<file path="src/rtl/hazard_pkg.sv">
// Shared encodings for the pipeline hazard/forwarding controller.
package hazard_pkg;

    localparam logic [1:0] FWD_RF  = 2'b00;
    localparam logic [1:0] FWD_WB  = 2'b01;
    localparam logic [1:0] FWD_MEM = 2'b10;

    localparam int unsigned REG_ZERO = 0;

    typedef enum logic {
        MC_IDLE = 1'b0,
        MC_BUSY = 1'b1
    } mc_state_e;

endpackage

</file>
<file path="src/rtl/fwd_select.sv">
// Per-operand forwarding mux select for the E stage; the M result takes priority over W.
module fwd_select
    import hazard_pkg::*;
#(
    parameter int unsigned REG_AW = 5,
    parameter bit          FWD_EN = 1'b1
) (
    input  logic [REG_AW-1:0] rs_i,
    input  logic [REG_AW-1:0] rd_m_i,
    input  logic              reg_write_m_i,
    input  logic [REG_AW-1:0] rd_w_i,
    input  logic              reg_write_w_i,
    output logic [1:0]        fwd_o
);

    always_comb begin
        fwd_o = FWD_RF;
        if (FWD_EN && (rs_i != REG_AW'(REG_ZERO))) begin
            if (reg_write_m_i && (rs_i == rd_m_i)) begin
                fwd_o = FWD_MEM;
            end else if (reg_write_w_i && (rs_i == rd_w_i)) begin
                fwd_o = FWD_WB;
            end
        end
    end

endmodule

</file>
<file path="src/rtl/hazard_ctrl_unit.sv">
// Hazard controller for the F/D/E/M/W pipeline: forwarding selects, load-use stall
// counter, multicycle-execute hold FSM, branch flush and a stall-cycle perf counter.
module hazard_ctrl_unit
    import hazard_pkg::*;
#(
    parameter int unsigned REG_AW   = 5,
    parameter int unsigned LOAD_LAT = 1,
    parameter int unsigned MC_LAT   = 4,
    parameter bit          FWD_EN   = 1'b1,
    parameter int unsigned PERF_W   = 32
) (
    input  logic              clk,
    input  logic              rst,
    input  logic [REG_AW-1:0] Rs1D,
    input  logic [REG_AW-1:0] Rs2D,
    input  logic [REG_AW-1:0] Rs1E,
    input  logic [REG_AW-1:0] Rs2E,
    input  logic [REG_AW-1:0] RdE,
    input  logic [REG_AW-1:0] RdM,
    input  logic [REG_AW-1:0] RdW,
    input  logic              RegWriteE,
    input  logic              RegWriteM,
    input  logic              RegWriteW,
    input  logic              ResultSrcE0,
    input  logic              PCSrcE,
    input  logic              McStartE,
    output logic              StallF,
    output logic              StallD,
    output logic              StallE,
    output logic              FlushD,
    output logic              FlushE,
    output logic              FlushM,
    output logic [1:0]        ForwardAE,
    output logic [1:0]        ForwardBE,
    output logic              McBusy,
    output logic [PERF_W-1:0] StallCycles
);

    localparam int unsigned LU_W = $clog2(LOAD_LAT + 1);
    localparam int unsigned MC_W = $clog2(MC_LAT);
    localparam logic [LU_W-1:0] LU_RELOAD = LU_W'(LOAD_LAT - 1);
    localparam logic [MC_W-1:0] MC_RELOAD = MC_W'(MC_LAT - 2);

    logic [1:0] fwd_a, fwd_b;

    fwd_select #(.REG_AW(REG_AW), .FWD_EN(FWD_EN)) u_fwd_a (
        .rs_i(Rs1E), .rd_m_i(RdM), .reg_write_m_i(RegWriteM),
        .rd_w_i(RdW), .reg_write_w_i(RegWriteW), .fwd_o(fwd_a)
    );

    fwd_select #(.REG_AW(REG_AW), .FWD_EN(FWD_EN)) u_fwd_b (
        .rs_i(Rs2E), .rd_m_i(RdM), .reg_write_m_i(RegWriteM),
        .rd_w_i(RdW), .reg_write_w_i(RegWriteW), .fwd_o(fwd_b)
    );

    logic hit_e, hit_m, hit_w, lu_det;

    assign hit_e  = RegWriteE && (RdE != REG_AW'(REG_ZERO)) && ((RdE == Rs1D) || (RdE == Rs2D));
    assign hit_m  = RegWriteM && (RdM != REG_AW'(REG_ZERO)) && ((RdM == Rs1D) || (RdM == Rs2D));
    assign hit_w  = RegWriteW && (RdW != REG_AW'(REG_ZERO)) && ((RdW == Rs1D) || (RdW == Rs2D));
    assign lu_det = FWD_EN ? (ResultSrcE0 && hit_e) : (hit_e || hit_m || hit_w);

    mc_state_e        mc_state_q, mc_state_d;
    logic [MC_W-1:0]  mc_cnt_q, mc_cnt_d;
    logic             mc_busy;

    // The final BUSY cycle (count exhausted) is the op's last E cycle, so it is not busy.
    always_comb begin
        mc_state_d = mc_state_q;
        mc_cnt_d   = mc_cnt_q;
        mc_busy    = 1'b0;
        case (mc_state_q)
            MC_IDLE: begin
                if (McStartE) begin
                    mc_busy    = 1'b1;
                    mc_state_d = MC_BUSY;
                    mc_cnt_d   = MC_RELOAD;
                end
            end
            MC_BUSY: begin
                if (mc_cnt_q != '0) begin
                    mc_busy  = 1'b1;
                    mc_cnt_d = mc_cnt_q - 1'b1;
                end else begin
                    mc_state_d = MC_IDLE;
                end
            end
            default: mc_state_d = MC_IDLE;
        endcase
    end

    logic [LU_W-1:0] lu_cnt_q, lu_cnt_d;
    logic            lu_active, lu_trig, lu_stall, branch;

    assign lu_active = (lu_cnt_q != '0);
    assign lu_trig   = lu_det && !PCSrcE;
    assign lu_stall  = !mc_busy && (lu_trig || lu_active);
    assign branch    = PCSrcE && !mc_busy;

    always_comb begin
        lu_cnt_d = lu_cnt_q;
        if (lu_active) begin
            lu_cnt_d = lu_cnt_q - 1'b1;
        end else if (lu_trig && !mc_busy) begin
            lu_cnt_d = LU_RELOAD;
        end
    end

    always_comb begin
        StallF    = 1'b0;
        StallD    = 1'b0;
        StallE    = 1'b0;
        FlushD    = 1'b1;
        FlushE    = 1'b1;
        FlushM    = 1'b1;
        ForwardAE = FWD_RF;
        ForwardBE = FWD_RF;
        McBusy    = 1'b0;
        if (!rst) begin
            StallF    = mc_busy || lu_stall;
            StallD    = mc_busy || lu_stall;
            StallE    = mc_busy;
            FlushD    = branch;
            FlushE    = branch || lu_stall;
            FlushM    = mc_busy;
            ForwardAE = fwd_a;
            ForwardBE = fwd_b;
            McBusy    = mc_busy;
        end
    end

    logic [PERF_W-1:0] stall_cycles_q, stall_cycles_d;

    assign stall_cycles_d = stall_cycles_q + PERF_W'(StallF);
    assign StallCycles    = stall_cycles_q;

    always_ff @(posedge clk) begin
        if (rst) begin
            mc_state_q     <= MC_IDLE;
            mc_cnt_q       <= '0;
            lu_cnt_q       <= '0;
            stall_cycles_q <= '0;
        end else begin
            mc_state_q     <= mc_state_d;
            mc_cnt_q       <= mc_cnt_d;
            lu_cnt_q       <= lu_cnt_d;
            stall_cycles_q <= stall_cycles_d;
        end
    end

endmodule

</file>
<file path="config.mk">
export PLATFORM = sky130hd
export DESIGN_NAME = hazard_ctrl_unit
export DESIGN_NICKNAME = d
export VERILOG_FILES = /design/src/rtl/hazard_pkg.sv /design/src/rtl/fwd_select.sv /design/src/rtl/hazard_ctrl_unit.sv
export SDC_FILE = /design/constraint.sdc
export NUM_CORES = 1
export LEC_CHECK = 0
export ABC_AREA = 0
export CAP_MARGIN = 0
export CORE_MARGIN = 4
export CORE_UTILIZATION = 23
export DETAILED_ROUTE_END_ITERATION = 10
export PLACE_DENSITY_LB_ADDON = 0.2
export REMOVE_ABC_BUFFERS = 1
export SYNTH_ARGS = -nofsm -noshare
export SYNTH_HDL_FRONTEND = slang
export SYNTH_SLANG_ARGS = --single-unit
</file>
<file path="constraint.sdc">
create_clock -name clk -period 2.8 [get_ports clk]
set_input_delay 0.28 -clock clk [delete_from_list [all_inputs] [get_ports clk]]
set_output_delay 0.28 -clock clk [all_outputs]
set_load 0.01 [all_outputs]
</file>
==> key figures, run 1 <==
Placed design
  – # port buffers: 85
  – Hpwl dp: 4680 µm
  – GP Congestion: 0.732

Power
  – Clock group share of total power: 0.379
  – VDD IR max: 0.203 mV
  – Switch share: 0.239
  – Pwr dens: 332 mW/mm²
  – Leakage Power: 1.28 nW
  – P_int: 912 µW
  – Sequential share of power: 0.440
  – Switching pwr: about 290 µW
  – Combinational Power Share: 0.181

Worst setup path
  – Crit end category: register
  – Crit-path cells: inv_2 > ha_4 > inv_4 > mux2i_2 > nor2b_2 > o22ai_2 > ha_4 > ha_4 > nand2_2 > or4_4 > buf_8 > or4_4 > a21oi_2
  – CP Data Required Time: 3030 ps
  – CP peak stage delay: 570 ps
  – Worst-path maximum fanout: 8
  – WS Path Type: register to register
  – Cell with the most instances on the worst path: ha_4
  – Startpoint types: register
  – Reg-to-reg setup timing slack: 6 ps
  – CP arrival: 3020 ps
  – Reg2Reg Depth: 13
  – RR Startpoint: mc_cnt_q[0]$_SDFFE_PP0P_
  – CP max-delay cell: or4_4
  – FF-to-FF End: StallCycles[18]$_SDFF_PP0_

CTS
  – Max Root-Sink Buffers: 2
  – CTS Sinks: 36
  – Number of buffers created by CTS: 5
  – # H-tree levels: 2
  – Clk pin slew, worst setup/hold paths: approximately 70 ps
  – Clock latency on the worst-skew pair: approximately 290 ps
  – Hold buffer count at CTS: 0
  – TritonCTS clock tree: built
  – CTS root buffer: clkbuf_8

Hold path
  – Hold Path Origin: mc_cnt_q[0]$_SDFFE_PP0P_
  – WHS Endpoint: mc_cnt_q[0]$_SDFFE_PP0P_
  – Hold Crit Class: register to register
  – Hold Path Depth: 2

Global routing
  – GR Util All Layers: 0.113
  – Vias in the first global route: 2142
  – First-pass GRT wire length: about 10000 µm
  – Global route overflow: 0
  – Antenna violations before repair: 0
  – Largest net degree at the start of global routing: 29

Logic synthesis
  – Synth warn: 0
  – Compound-Gate Fraction of Synth Area: 0.124
  – Adder-cell area share of the yosys netlist: 0.0176
  – Synthesized area per cell: between 8 and 9 µm²
  – FF+latch count, synth: 36
  – Post-synthesis mux area share: 0.0205
  – Register area share after synthesis: 0.338
  – Largest family of logic cells by synthesized area: simple AND/OR/NAND/NOR gates
  – Synth unique cells: 39
  – Post-Syn Instances: ~250
  – Xor/xnor share of the synthesized area: 0.164
  – Synth Area in Simple Gates: 0.286
  – Synth Cell Area: 0.00213 mm²

STA
  – Sum of negative setup slack: 0 ps
  – Final Max Slew Viols: 0
  – Min Hold Slack: 487 ps
  – Max_slew headroom: 0.536
  – RSZ-0062 raised after global routing: yes
  – Worst Tran Pin Value: between 600 and 700 ps
  – Final Cycle Share: 0.998
  – FMAX: 0.358 GHz
  – Final worst path period need: 2790 ps
  – Final hold vios: 0
  – Final setup skew: 5.34 ps
  – Endpoints failing setup: 0

Detailed routing
  – Via count: 2216
  – Total wire length: between 6000 and 7000 µm
  – Final antenna-violating net count: 0
  – Drt first pass iters: 4
  – DRC: 0
  – Drt wl/cell: between 10 and 15 µm
  – Starting DRC count in detailed routing: 53
  – Vias/cell: 4.80

Floorplan
  – Starting Density: 0.240
  – IO Pins: 86
  – # rows: 34
  – Die area: 0.0109 mm²
  – Die Y-Extent: roughly 100 µm
  – Core area: 0.00889 mm²
  – Die extent in x: 104 µm

Job
  – Max-Cap Viols: 0

Status
  – Status: finished clean

Cells and area
  – Diodes inserted: 0
  – Nets: 399
  – Layout area overhead: 69.2%
  – Share of cells above drive strength 1: 0.223
[kinds of logic (layout without fill, tap and decap cells)]
kind of cell	after synthesis	in the layout
mux	4	4
other cells	1	1
buf+inv	22	123
fa+ha+maj	3	3
compound gates	43	43
xor+xnor	40	40
simple gates	104	104
flops	36	36
[cells in the final DEF (no fill, tap or decap), drive strengths merged, types with 5 or more instances in the layout]
cell type	count
nor3	5
xor2	23
nand2	11
inv	9
o21ai	5
and3	6
dfxtp	36
buf	20
nand3	10
clkdlybuf4s50	76
a21oi	19
clkbuf	8
xnor2	17
o31ai	13
nor2	20
nand4	9
nor2b	7
or4	19
nor4	7
[worst max path at each step]
stage,startpoint,endpoint,slack (ps),cells past startpoint
6_report,mc_cnt_q[0]$_SDFFE_PP0P_,StallCycles[18]$_SDFF_PP0_,6,13
5_1_grt,mc_cnt_q[0]$_SDFFE_PP0P_,StallCycles[18]$_SDFF_PP0_,-100,13
4_1_cts,mc_cnt_q[0]$_SDFFE_PP0P_,StallCycles[20]$_SDFF_PP0_,-20,13
3_5_place_dp,RdE[0],StallCycles[22]$_SDFF_PP0_,-570,12
3_3_place_gp,RdE[2],StallCycles[22]$_SDFF_PP0_,-520,12
2_1_floorplan,mc_cnt_q[0]$_SDFFE_PP0P_,StallCycles[22]$_SDFF_PP0_,-620,12
[stage by stage]
stage	cells	area (µm²)	util	setup slack, ps	power, mW
after floorplan	240	2060	-	-619	0.604
after global placement	449	3160	0.356	-525	0.735
after detailed placement	449	3160	0.356	-573	0.736
after CTS	458	3330	0.375	-21.7	1.20
after global routing	462	3610	0.406	-95.6	1.27
final	462	3610	0.406	6.25	1.20
[layout make-up]
type                       count  area (µm²)
tap                          108         135
clock inverter                 2        35.0
inverter                       9        36.3
timing repair buffer         106        1070
multi-input combinational    195        1530
clock buffer                   6        72.6
fill                         915        5280
sequential                    36         723
[sequential cells by signal (all words and copies together), names as in the netlist]
name / flops
mc_cnt_q: 2
lu_active: 1
mc_state_q: 1
StallCycles: 32
[power groups by stage]
stage	Combinational [mW]	Clock (mW)	Sequential, mW
floorplan	0.0675	0	0.536
global placement	0.199	0	0.536
detailed placement	0.201	0	0.536
CTS	0.202	0.476	0.524
global route	0.238	0.503	0.528
finish	0.217	0.454	0.527
[Yosys cell counts (all sizes together)]
library cell / number / area (µm²)
nor2: 20 / 75.1
nand3: 10 / 50.1
nand4: 9 / 71.3
nor2b: 7 / 43.8
inv: 9 / 33.8
o31ai: 13 / 97.6
nand2b: 1 / 6.26
mux2i: 1 / 10.0
buf: 7 / 46.3
ha: 3 / 37.5
and4: 2 / 18.8
xor2: 23 / 201
and3: 6 / 38.8
nor4: 7 / 43.8
o21ai: 5 / 25.0
a211oi: 1 / 7.51
a21o: 1 / 7.51
or3: 4 / 27.5
nor3: 5 / 25.0
dfxtp: 36 / 721
or2: 1 / 6.26
conb: 1 / 3.75
nand2: 11 / 41.3
or4: 19 / 146
xnor2: 17 / 149
nor3b: 2 / 15.0
a21oi: 19 / 95.1
a22oi: 1 / 7.51
clkbuf: 6 / 22.5
mux2: 3 / 33.8
o22ai: 1 / 6.26
o2111ai: 2 / 17.5
[critical path, delay by kind of cell, from the launching register on]
kind                       cells  cell delay [ps]
adders and majority gates      3              460
buffers and inverters          3              260
DFF                            1              330
muxes                          1               60
AOI/OAI and AO/OA              2              360
and+or+nand+nor                4             1270
[routing by layer]
layer,global-route usage,part of all wire,up-vias
met5,0,0,-
met2,0.193,0.51,59
li1,-,-,1119
met3,0.0459,0.080,6
met4,0.0285,0.0097,0
met1,0.130,0.40,1032
[repair_timing]
item,4_1_cts,5_1_grt
pin swaps,11,30
gates cloned,1,2
setup buffers,0,2
endpoints found under the setup margin,18,18
gates resized for setup,16,54
No activity file was read; power rests on OpenSTA's default activity.
==> inputs of run 2 (changes only) <==
--- a/config.mk
+++ b/config.mk
@@ -8,7 +8,7 @@
 export ABC_AREA = 0
 export CAP_MARGIN = 0
 export CORE_MARGIN = 4
-export CORE_UTILIZATION = 23
+export CORE_UTILIZATION = 39
 export DETAILED_ROUTE_END_ITERATION = 10
 export PLACE_DENSITY_LB_ADDON = 0.2
 export REMOVE_ABC_BUFFERS = 1
==> run 2 against run 1 <==
  * Sequential cell count unchanged
  * Clock power decreased by 19%
  * Final cell count shrank 7.6%
  * Via count rose by 2.2%
  * Non-clock buffer count is 3 higher
  * Critical path type unchanged
  * Sequential power barely moved
  * Critical endpoint unchanged
  * Utilization is 24 points higher
  * Power shrank 8.1%
  * Die area is 38% lower
  * Fmax rose by 3.7%
  * Clock-buffer cell count decreased by 1
==> key figures, run 2 (same netlist as run 1, synthesis figures left out) <==
Power
  – VDD IR max: 0.147 mV (-28%)
  – Leakage Power: 1.18 nW (-7.6%)
  – Total power: 1.10 mW (-8.1%)
  – Pwr dens: 327 mW/mm² (-1.4%)

Global routing
  – Vias in the first global route: 2165 (+1.1%)
  – Largest net degree at the start of global routing: 29 (unchanged)
  – Antenna violations before repair: 0 (unchanged)
  – GR Util All Layers: 0.183 (+0.0700)
  – Global route overflow: 0 (unchanged)
  – First-pass GRT wire length: 9850 µm (-2.7%)

Placed design
  – Post-DP Area: 0.00311 mm² (-1.6%)
  – GP Congestion: 0.785 (+7.2%)
  – Hpwl dp: 4360 µm (-6.9%)
  – # port buffers: 85 (unchanged)
  – Pre-CTS setup slack: -516 ps (+57.0 ps)
  – Inst Count DP: 410 (-8.7%)

Cells and area
  – Commonest non-fill, non-tap cells in the layout: 73 x clkdlybuf4s50_1, 34 x dfxtp_1, 23 x xor2_1, 20 x buf_4, 19 x nor2_1
  – Nets: 402 (+0.75%)
  – Non-filler cells, final: 427 (-7.6%)
  – Commonest non-fill, non-tap cell in the layout: clkdlybuf4s50_1
  – Max FFs per register: 32 (unchanged)
  – Layout area overhead: 57.7%
  – Finished Cell Area: 0.00336 mm² (-6.8%)
  – Share of cells above drive strength 1: 0.174 (-0.0495)
  – Diodes inserted: 0 (unchanged)

Detailed routing
  – DRC: 0 (unchanged)
  – Final antenna-violating net count: 0 (unchanged)
  – Drt wl/cell: 14.0 µm (-0.53%)
  – Via count: 2264 (+2.2%)
  – Total wire length: 5960 µm (-8.1%)
  – Starting DRC count in detailed routing: 99 (+87%)
  – Vias/cell: 5.30 (+11%)
  – Drt first pass iters: 4 (unchanged)

STA
  – Min Hold Slack: 487 ps (-0.834 ps)
  – Worst Tran Pin Value: 621 ps (-73.1 ps)
  – Final Max Slew Viols: 0 (unchanged)
  – Final worst path period need: 2690 ps (-99.3 ps)
  – Endpoints failing setup: 0 (unchanged)
  – Max_slew headroom: 0.585 (+0.0489)
  – Final setup skew: 10.9 ps (+5.53 ps)
  – RSZ-0062 raised after global routing: yes
  – Final Cycle Share: 0.962 (-0.0355)
  – Final worst slack: 106 ps (+99.3 ps)
  – FMAX: 0.371 GHz (+3.7%)
  – Final hold vios: 0 (unchanged)

Floorplan
  – # rows: 26 (-24%)
  – Core area: 0.00520 mm² (-41%)
  – Die Y-Extent: 81.9 µm (-21%)
  – Starting Density: 0.410 (+0.170)
  – IO Pins: 86 (unchanged)
  – Die extent in x: 81.9 µm (-21%)
  – Die area: 0.00671 mm² (-38%)

Worst setup path
  – Crit end category: register
  – Worst-path maximum fanout: 5 (-3)
  – Startpoint types: register
  – WS Path Type: register to register
  – CP Data Required Time: 3030 ps (about the same)
  – CP arrival: 2920 ps (-100 ps)

CTS
  – Number of buffers created by CTS: 5 (unchanged)
  – Clock latency on the worst-skew pair: 290 ps (about the same)
  – # H-tree levels: 2 (unchanged)
  – Clk pin slew, worst setup/hold paths: 80 ps (about the same)
  – TritonCTS clock tree: built
  – CTS Sinks: 36 (unchanged)
  – CTS root buffer: clkbuf_8
  – Hold buffer count at CTS: 0 (unchanged)
  – Max Root-Sink Buffers: 2 (unchanged)

Job
  – Max-Cap Viols: 0 (unchanged)

Status
  – Status: finished clean

Hold path
  – Hold Crit Class: register to register
[run 2: cell types whose count changed in the layout (fill, tap and decap cells not counted), sizes merged]
cell	previous run	this run
clkdlybuf4s50	76	73
dlymetal6s2s	4	1
buf	20	24
clkinv	1	3
dlygate4sd2	4	11
bufinv	1	0
clkbuf	8	5
[run 2: repair_timing]
| action | CTS | global route |
|---|---|---|
| setup buffers | 6 | 1 |
| cloned | 2 | 0 |
| pin swaps | 21 | 5 |
| resized for setup | 30 | 9 |
| endpoints found under the setup margin | 11 | 20 |
[run 2: cell type report]
type	instances	area (µm²)
Multi-Input combinational cell	195	1400
Fill cell	491	1840
Inverter	9	33.8
Tap cell	70	87.6
Clock inverter	3	18.8
Sequential cell	36	723
Clock buffer	5	68.8
Timing Repair Buffer	109	1030
[run 2: worst paths after layout]
check,start,end,cells after the start,slack (ps)
max,mc_cnt_q[0]$_SDFFE_PP0P_,StallCycles[18]$_SDFF_PP0_,13,110
min,mc_cnt_q[1]$_SDFFE_PP0P_,mc_cnt_q[1]$_SDFFE_PP0P_,2,490
max reg2reg,mc_cnt_q[0]$_SDFFE_PP0P_,StallCycles[18]$_SDFF_PP0_,13,110
min reg2reg,mc_cnt_q[1]$_SDFFE_PP0P_,mc_cnt_q[1]$_SDFFE_PP0P_,2,490
[run 2: stage by stage]
stage	TNS [ps]	util
6_report	0	0.646
5_1_grt	-44.0	0.646
4_1_cts	-11.8	0.638
3_5_place_dp	-6870	0.598
3_3_place_gp	-6210	0.598
2_1_floorplan	-7070	-
[run 2: layer usage]
layer  up-vias  routed length, µm  GRT usage
li1       1127                  -          -
met1      1061               2470      0.220
met2        69               3090      0.330
met3         7                329     0.0351
met4         0                 72     0.0449
met5         -                  0          0
[run 2: report_power, final]
part,internal (mW),total (mW),switching [mW]
Sequential,0.519,0.526,0.00621
Combinational,0.122,0.205,0.0838
Clock,0.173,0.369,0.196
[run 2: worst max-delay path, cell delays in order, from the launching register on]
cell and delay, ps:
dfxtp_2 340, inv_2 50, ha_4 140, inv_2 50
mux2i_2 70, nor2b_1 150, o22ai_2 160, ha_2 230
ha_4 140, nand2_2 50, or4_4 510, buf_6 150
or4_4 470, a21oi_2 120
==> variant: new RTL, flow settings as in run 1 <==
`REG_AW` is set to 5 in 2 places; all go to 6.
--- a/src/rtl/fwd_select.sv
+++ b/src/rtl/fwd_select.sv
@@ -2,7 +2,7 @@
 module fwd_select
     import hazard_pkg::*;
 #(
-    parameter int unsigned REG_AW = 5,
+    parameter int unsigned REG_AW = 6,
     parameter bit          FWD_EN = 1'b1
 ) (
     input  logic [REG_AW-1:0] rs_i,
--- a/src/rtl/hazard_ctrl_unit.sv
+++ b/src/rtl/hazard_ctrl_unit.sv
@@ -3,7 +3,7 @@
 module hazard_ctrl_unit
     import hazard_pkg::*;
 #(
-    parameter int unsigned REG_AW   = 5,
+    parameter int unsigned REG_AW   = 6,
     parameter int unsigned LOAD_LAT = 1,
     parameter int unsigned MC_LAT   = 4,
     parameter bit          FWD_EN   = 1'b1,
Interface: changed (7 resized); port bits go from 86 to 93. No check against the original RTL was run, so the function may have changed too.
==> variant against run 1 <==
Fmax increased by 2.5%. Synthesized area up 1.2%. Total power is 4.3% lower. Worst hold slack worse by 0.0064 ns. Sequential cell count did not move. Clock power fell by 15%. Design area down 0.90%. Routed wire length rose by 1.3%. Setup slack gained 0.067 ns. Via count is 4.3% higher. Utilization decreased by 1.7 points. Global-route usage rose by 0.13 points. Count of clock-buffer cells in the layout rose by 2. Register-to-register slack gained 0.10 ns. Largest cell class unchanged.
==> variant: results (changes against run 1) <==
- The destination of the worst register-to-register timing path is StallCycles[19].
- For this design, the slowest cell found on the critical path is or3_4.
- The routed metal-1 wirelength came to 2.808 mm (+7.8%).
- The first-iteration detailed-routing DRC count was 49 (-7.5%).
- The met3 routed wirelength was 562 um (+8.9%).
- The multi-input combinational cell area is 1465 um^2 (-4.3%).
- The post-synthesis average cell area is 8.328 um^2 (-1.2%).
- The worst vdd rail ir drop is 0.0001701 V (-16%).
- The adder-cell area share of the yosys netlist is 0.01740 (-0.0002042).
- The share of total power in combinational logic was 0.204 (+0.023).
- The worst-case setup slack after placement is -0.5373 ns (+0.03529 ns).
- The distinct cell type count after synthesis is 33 (-15%).
- The detailed route wirelength on metal2 was 3.114 mm (-5.6%).
- The mux cell area share after synthesis is 0.004640 (-0.01590).
- The post-synthesis compound-gate area fraction was 0.1241 (+0.0003036).
- The final weighted congestion of routability-driven global placement is 0.7406 (+1.2%).
- The part of the power in registers is 0.458 (+0.018).
- The highest metal layer used by the detailed router is met5.
- The power drawn by the sequential cells is 525 uW (about the same).
- Sorting the synthesized cells by how often they occur yields dfxtp_1, xor2_1, xnor2_1.
- The cell-internal power was 860.7 uW (-5.6%).
- The met3 demand-to-capacity share in global routing is 0.04509 (-0.0008446).
- The number of input and output port buffers inserted is 92 (+8.2%).
- The cell area reported after detailed placement is 3316 um^2 (+4.8%).
- The number of cells after detailed placement is 470 (+4.7%).
- The via count is 2311 (+4.3%).
- The flow ran to the end, and the final reports show no timing, DRC or antenna violations.
- The clock skew is 0.009512 ns (+0.004175 ns).
- The data arrival time of the critical path came to 2.89 ns (-0.13 ns).
- The maximum single-stage delay on the critical path was 0.41 ns (-0.16 ns).
- The register-to-register path setup slack is 0.11 ns (+0.10 ns).
- The wire length reported by the detailed router was 6.574 mm (+1.3%).
- The ratio of routed vias to standard cells is 4.795 (about the same).
## variant: stage by stage
stage          hold WS [ns]  setup TNS [ns]
6_report             0.4811               0
5_1_grt              0.5217         -0.1986
4_1_cts              0.4789               0
3_5_place_dp         0.4647          -8.717
3_3_place_gp         0.4569          -7.990
2_1_floorplan        0.3491          -6.586
## variant: timing repair
| item | 4_1_cts | 5_1_grt |
|---|---|---|
| setup endpoints to repair | 18 | 19 |
| buffers inserted | 1 | 1 |
| hold buffers | 0 | 0 |
| cloned | 0 | 2 |
| pin swaps | 4 | 19 |
| resized for setup | 8 | 37 |
## variant: layout make-up
| cell class | instances | area share |
|---|---|---|
| repair buffers | 117 | 0.3178 |
| inverters | 6 | 0.006300 |
| clock buffers | 8 | 0.02520 |
| flip-flops and latches | 36 | 0.2020 |
| multi-input cells | 204 | 0.4099 |
| well taps | 111 | 0.03885 |
